`src/rtl/dadda_cpa_stage.sv`:
```
// Final carry-propagate adder of the DADDA multiplier: two-stage pipeline split at bit W.
// Optional DADDA_CPA_STATUS_EN adds registered prod_zero / prod_hi_nz status outputs.
module dadda_cpa_stage #(
  parameter int W = 8
) (
  input  logic           CLK,
  input  logic           RESET,
  input  logic           in_valid,
  output logic           in_ready,
  input  logic [2*W-1:0] row_s,
  input  logic [2*W-1:0] row_c,
  output logic           out_valid,
  input  logic           out_ready,
  output logic [2*W-1:0] product,
  output logic [7:0]     prod_count
`ifdef DADDA_CPA_STATUS_EN
  ,
  output logic           prod_zero,
  output logic           prod_hi_nz
`endif
);

  logic           s1_valid_r;
  logic [W-1:0]   lo_sum_r;
  logic           lo_carry_r;
  logic [W-1:0]   hi_s_r;
  logic [W-1:0]   hi_c_r;
  logic           out_valid_r;
  logic [2*W-1:0] product_r;
  logic [7:0]     prod_count_r;

  logic           advance_s;
  logic           in_ready_s;
  logic           s1_load_s;
  logic           s2_load_s;
  logic [W:0]     lo_add_s;
  logic [W-1:0]   hi_add_s;
  logic [2*W-1:0] product_next_s;

  // Handshake control and the two half-width additions.
  always_comb begin
    advance_s      = !out_valid_r || out_ready;
    in_ready_s     = !s1_valid_r || advance_s;
    s1_load_s      = in_valid && in_ready_s;
    s2_load_s      = s1_valid_r && advance_s;
    lo_add_s       = {1'b0, row_s[W-1:0]} + {1'b0, row_c[W-1:0]};
    // Carry out of the top bit is dropped: the product is modulo 2^(2W).
    hi_add_s       = hi_s_r + hi_c_r + {{(W-1){1'b0}}, lo_carry_r};
    product_next_s = {hi_add_s, lo_sum_r};
  end

  // Stage 1: low-half sum with its carry, plus the untouched high halves.
  always_ff @(posedge CLK or posedge RESET) begin
    if (RESET) begin
      s1_valid_r <= 1'b0;
      lo_sum_r   <= {W{1'b0}};
      lo_carry_r <= 1'b0;
      hi_s_r     <= {W{1'b0}};
      hi_c_r     <= {W{1'b0}};
    end else if (s1_load_s) begin
      s1_valid_r <= 1'b1;
      lo_sum_r   <= lo_add_s[W-1:0];
      lo_carry_r <= lo_add_s[W];
      hi_s_r     <= row_s[2*W-1:W];
      hi_c_r     <= row_c[2*W-1:W];
    end else if (advance_s) begin
      s1_valid_r <= 1'b0;
    end else begin
      s1_valid_r <= s1_valid_r;
    end
  end

  // Stage 2: output register; holds while the consumer stalls.
  always_ff @(posedge CLK or posedge RESET) begin
    if (RESET) begin
      out_valid_r <= 1'b0;
      product_r   <= {(2*W){1'b0}};
    end else if (s2_load_s) begin
      out_valid_r <= 1'b1;
      product_r   <= product_next_s;
    end else if (advance_s) begin
      out_valid_r <= 1'b0;
    end else begin
      out_valid_r <= out_valid_r;
    end
  end

  // Count of products taken by the consumer; wraps naturally at 8 bits.
  always_ff @(posedge CLK or posedge RESET) begin
    if (RESET) begin
      prod_count_r <= 8'd0;
    end else if (out_valid_r && out_ready) begin
      prod_count_r <= prod_count_r + 8'd1;
    end else begin
      prod_count_r <= prod_count_r;
    end
  end

`ifdef DADDA_CPA_STATUS_EN
  logic prod_zero_r;
  logic prod_hi_nz_r;

  // Status flags computed from the next product so they align with it.
  always_ff @(posedge CLK or posedge RESET) begin
    if (RESET) begin
      prod_zero_r  <= 1'b0;
      prod_hi_nz_r <= 1'b0;
    end else if (s2_load_s) begin
      prod_zero_r  <= (product_next_s == {(2*W){1'b0}});
      prod_hi_nz_r <= |product_next_s[2*W-1:W];
    end else begin
      prod_zero_r  <= prod_zero_r;
      prod_hi_nz_r <= prod_hi_nz_r;
    end
  end

  assign prod_zero  = prod_zero_r;
  assign prod_hi_nz = prod_hi_nz_r;
`endif

  assign in_ready   = in_ready_s;
  assign out_valid  = out_valid_r;
  assign product    = product_r;
  assign prod_count = prod_count_r;

endmodule

```
`config.mk`:
```
export PLATFORM = sky130hd
export DESIGN_NAME = dadda_cpa_stage
export DESIGN_NICKNAME = d
export VERILOG_FILES = /design/src/rtl/dadda_cpa_stage.sv
export SDC_FILE = /design/constraint.sdc
export NUM_CORES = 1
export LEC_CHECK = 0
export CAP_MARGIN = 10
export CORE_ASPECT_RATIO = 1.1
export CORE_MARGIN = 3
export CORE_UTILIZATION = 40
export CTS_BUF_LIST = sky130_fd_sc_hd__clkbuf_8
export CTS_CLUSTER_DIAMETER = 60
export DETAILED_ROUTE_END_ITERATION = 7
export DONT_BUFFER_PORTS = 1
export MAX_ROUTING_LAYER = met4
export PLACE_DENSITY = 0.56
export REMOVE_ABC_BUFFERS = 1
export SYNTH_ARGS = -nofsm -noshare
export SYNTH_HDL_FRONTEND = slang
export SYNTH_SLANG_ARGS = --single-unit
```
`constraint.sdc`:
```
create_clock -name CLK -period 2.86 [get_ports CLK]
set_input_delay 0.429 -clock CLK [delete_from_list [all_inputs] [get_ports CLK]]
set_output_delay 0.429 -clock CLK [all_outputs]
set_load 0.05 [all_outputs]
```
==> results.cfg <==
[timing]
holdWs_ns = 0.249
timing.final.crit_period_ns = 2.17
finalClockSkew_ns = 0.00454
tightest_slew_ns = 1.04
final_max_slew_viol_count = 0
final-setup-viol-count = 0
period_share_pct = 75.7
slew_headroom_pct = 30.8
finalSetupTns_ns = 0
max_freq_mhz = 462
hold_viol = 0
rsz0062_at_grt = no

[setup_path]
worstPathRequired_ns = 3.08
setup.worst_path.start_class = register
crit_path_max_fanout = 3
end_kind = register
reg2regPathDepth = 8
arrival_ns = 2.38
crit_chain = fa_1 > inv_1 > fa_1 > nor2b_4 > o31a_1 > o21a_1 > o21a_1 > o31ai_2
critPathKind = reg -> reg
reg2reg_slack_ns = 0.69
cp_slowest_cell = fa_1
critical_path.max_stage_delay_ns = 0.47

[global_route]
grt_overflow_total = 0
track_usage_pct = 13.9
grt_pass1_vias = 1563
antenna_found_initial = 0
grt_max_degree = 52
grt_pass1_wl_um = 7360

[finish]
drive_above_1_share_pct = 19.3
antenna_cells = 0
register_area_um2 = 1280
final_nets = 271
multiInputGateArea_um2 = 1180
syn_to_final_growth_pct = 7.41
n_fill_cell = 556

[detailed_routing]
drt_pass1_iterations = 4
via_per_inst = 5.24
post-route-drc-count = 0
routed_wl_um = 4440
drt_first_iter_violations = 53
wire_per_inst_um = 15.1
ant_nets = 0
vias = 1546

[min_path]
hold_path.class = in -> async

[power]
leakagePower_nw = 1.20
pwr_density_cell_nw_per_um2 = 905
pwr-share-seq_pct = 63.3
vdd.ir_drop.worst_mv = 0.288
power_frac_clock_pct = 15.9
p_sw_mw = 1.09
sw_frac_of_total_pct = 45.0
combPwrFrac_pct = 20.8
internal-power_mw = 1.34

[synthesis]
ys_top_cells_by_area = dfrtp_1 51%, mux2_2 13%, ha_1 7.5%, xor2_1 3.5%, o21ai_0 3.2%
synth_commonest_cells = 51 x dfrtp_1, 28 x mux2_2, 19 x nand2_1
synth-edff-count = 0
yosys_warnings = 0
netlist_instances = 211
synth_cell_types = 28
ys_ff_latch = 51
synth.most_common_cell = dfrtp_1
ys_seq_area_share_pct = 51.1
netlist_area_um2 = 2500
synthArstFlopShare_pct = 100
synth_top_area_share_pct = 51.1
synth_top_area_cell = dfrtp_1
syn_avg_cell_area_um2 = 11.8
synth-main-ff-cell = dfrtp_1

[floorplanning]
die-area_um2 = 7240
ios = 62
core_um2 = 5910
die_height_um = 88.9
rows = 29
start_util_pct = 42.3
die_w_um = 81.4

[flow_run]
max_cap_violations = 0

[clocking]
numClockSinks = 51
numCtsBuffers = 5
clock-root-buffer = clkbuf_8
cts_tree = built
cts_buffer_depth = 2
cts.clk_slew.worst_paths_ns = 0.08
cts-htree-levels = 2
postCtsHoldBufs = 0
clock_latency_ns = 0.30
cts_setup_buffers = 0
cts_resized = 0

[placed_design]
io_buffer_count = 0
gp_routability_congestion = 0.771
hpwl_um = 3320

[run_status]
status = complete, no violations
## flip-flops by register name, summed over array words and instances, names as in the netlist
name	cells
product	16
hi_c_r	8
hi_s_r	8
lo_sum_r	8
prod_count	8
lo_carry_r	1
out_valid	1
s1_valid_r	1
## cell usage in the layout, fill, tap and decap left out
cell type  Yosys  final
a211oi_1       3      3
a21o_1         3      3
a21oi_1        8      8
a31oi_1        2      2
buf_4          0      4
clkbuf_8       0      5
clkinv_2       0      1
dfrtp_1       51     51
fa_1           3      3
ha_1          15     15
inv_1          6      7
inv_2          0      1
mux2_2        28     28
nand2_1       19     19
nand2b_1       5      5
nand3_1        4      4
nand3b_1       1      1
nor2_1         7      7
nor2b_4        1      1
nor3_1         6      6
o211ai_1       1      1
o21a_1         3      3
o21ai_0       16     16
o21bai_1       2      2
o31a_1         1      1
o31ai_1        1      1
o31ai_2        1      1
or2_2          1      1
xnor2_1        8      8
xor2_1        10     10
## power by group through the flow
stage | combinational (mW) | sequential (mW) | clock (mW)
final | 0.505 | 1.54 | 0.385
after global routing | 0.585 | 1.57 | 0.443
after CTS | 0.517 | 1.55 | 0.416
after detailed placement | 0.515 | 1.57 | 0
after global placement | 0.503 | 1.56 | 0
after floorplan | 0.423 | 1.51 | 0
## critical path, delay by kind of cell, from the launching register on
family | cells | cell delay [ns]
and+or+nand+nor | 1 | 0.05
adders and majority gates | 2 | 0.72
buffers and inverters | 1 | 0.09
AOI/OAI and AO/OA | 4 | 0.82
DFF | 1 | 0.41
## per-stage QoR
stage               total power [mW]  cell area [µm²]  utilization [%]  instances  setup WS (ns)
floorplan                       1.94             2480                -        206          0.285
global placement                2.06             2600             44.0        287          0.743
detailed placement              2.08             2600             44.0        287          0.716
CTS                             2.48             2690             45.4        295          0.690
global route                    2.60             2690             45.4        295          0.599
finish                          2.43             2690             45.4        295          0.695
## cell type report
type                            instances  share of cell area, %
Inverter                                6                  0.839
Timing Repair Buffer                    4                   1.12
Tap cell                               77                   3.59
Clock buffer                            5                   2.56
Multi-Input combinational cell        149                   43.9
Sequential cell                        51                   47.5
Clock inverter                          3                  0.466
## cells by family (layout without fill, tap and decap cells)
family          after synthesis  count (layout)  share of synthesized area (%)
fa+ha+maj                    18              18                           9.91
mux                          28              28                           12.6
buf+inv                      11              18                           1.80
compound gates               41              41                           10.1
simple gates                 44              44                           8.26
xor+xnor                     18              18                           6.31
flops                        51              51                           51.1
## final timing paths
path                                           end               startpoint
min                         s1_valid_r$_DFFE_PP0P_                    RESET
max in group asynchronous   product[4]$_DFFE_PP0P_                    RESET
min in group CLK            s1_valid_r$_DFFE_PP0P_                 in_valid
max reg2reg                product[14]$_DFFE_PP0P_   lo_carry_r$_DFFE_PP0P_
max                        product[14]$_DFFE_PP0P_   lo_carry_r$_DFFE_PP0P_
min reg2reg                lo_sum_r[5]$_DFFE_PP0P_  lo_sum_r[5]$_DFFE_PP0P_
## routing by layer
metal / global-route usage [%] / up-vias / routed length, µm / part of all wire, %
li1: - / 748 / - / -
met1: 15.9 / 743 / 1840 / 41
met2: 22.4 / 48 / 2210 / 50
met3: 4.54 / 7 / 299 / 6.7
met4: 5.99 / 0 / 89 / 2.0
met5: - / - / 0 / 0
No activity file was read; power rests on OpenSTA's default activity.
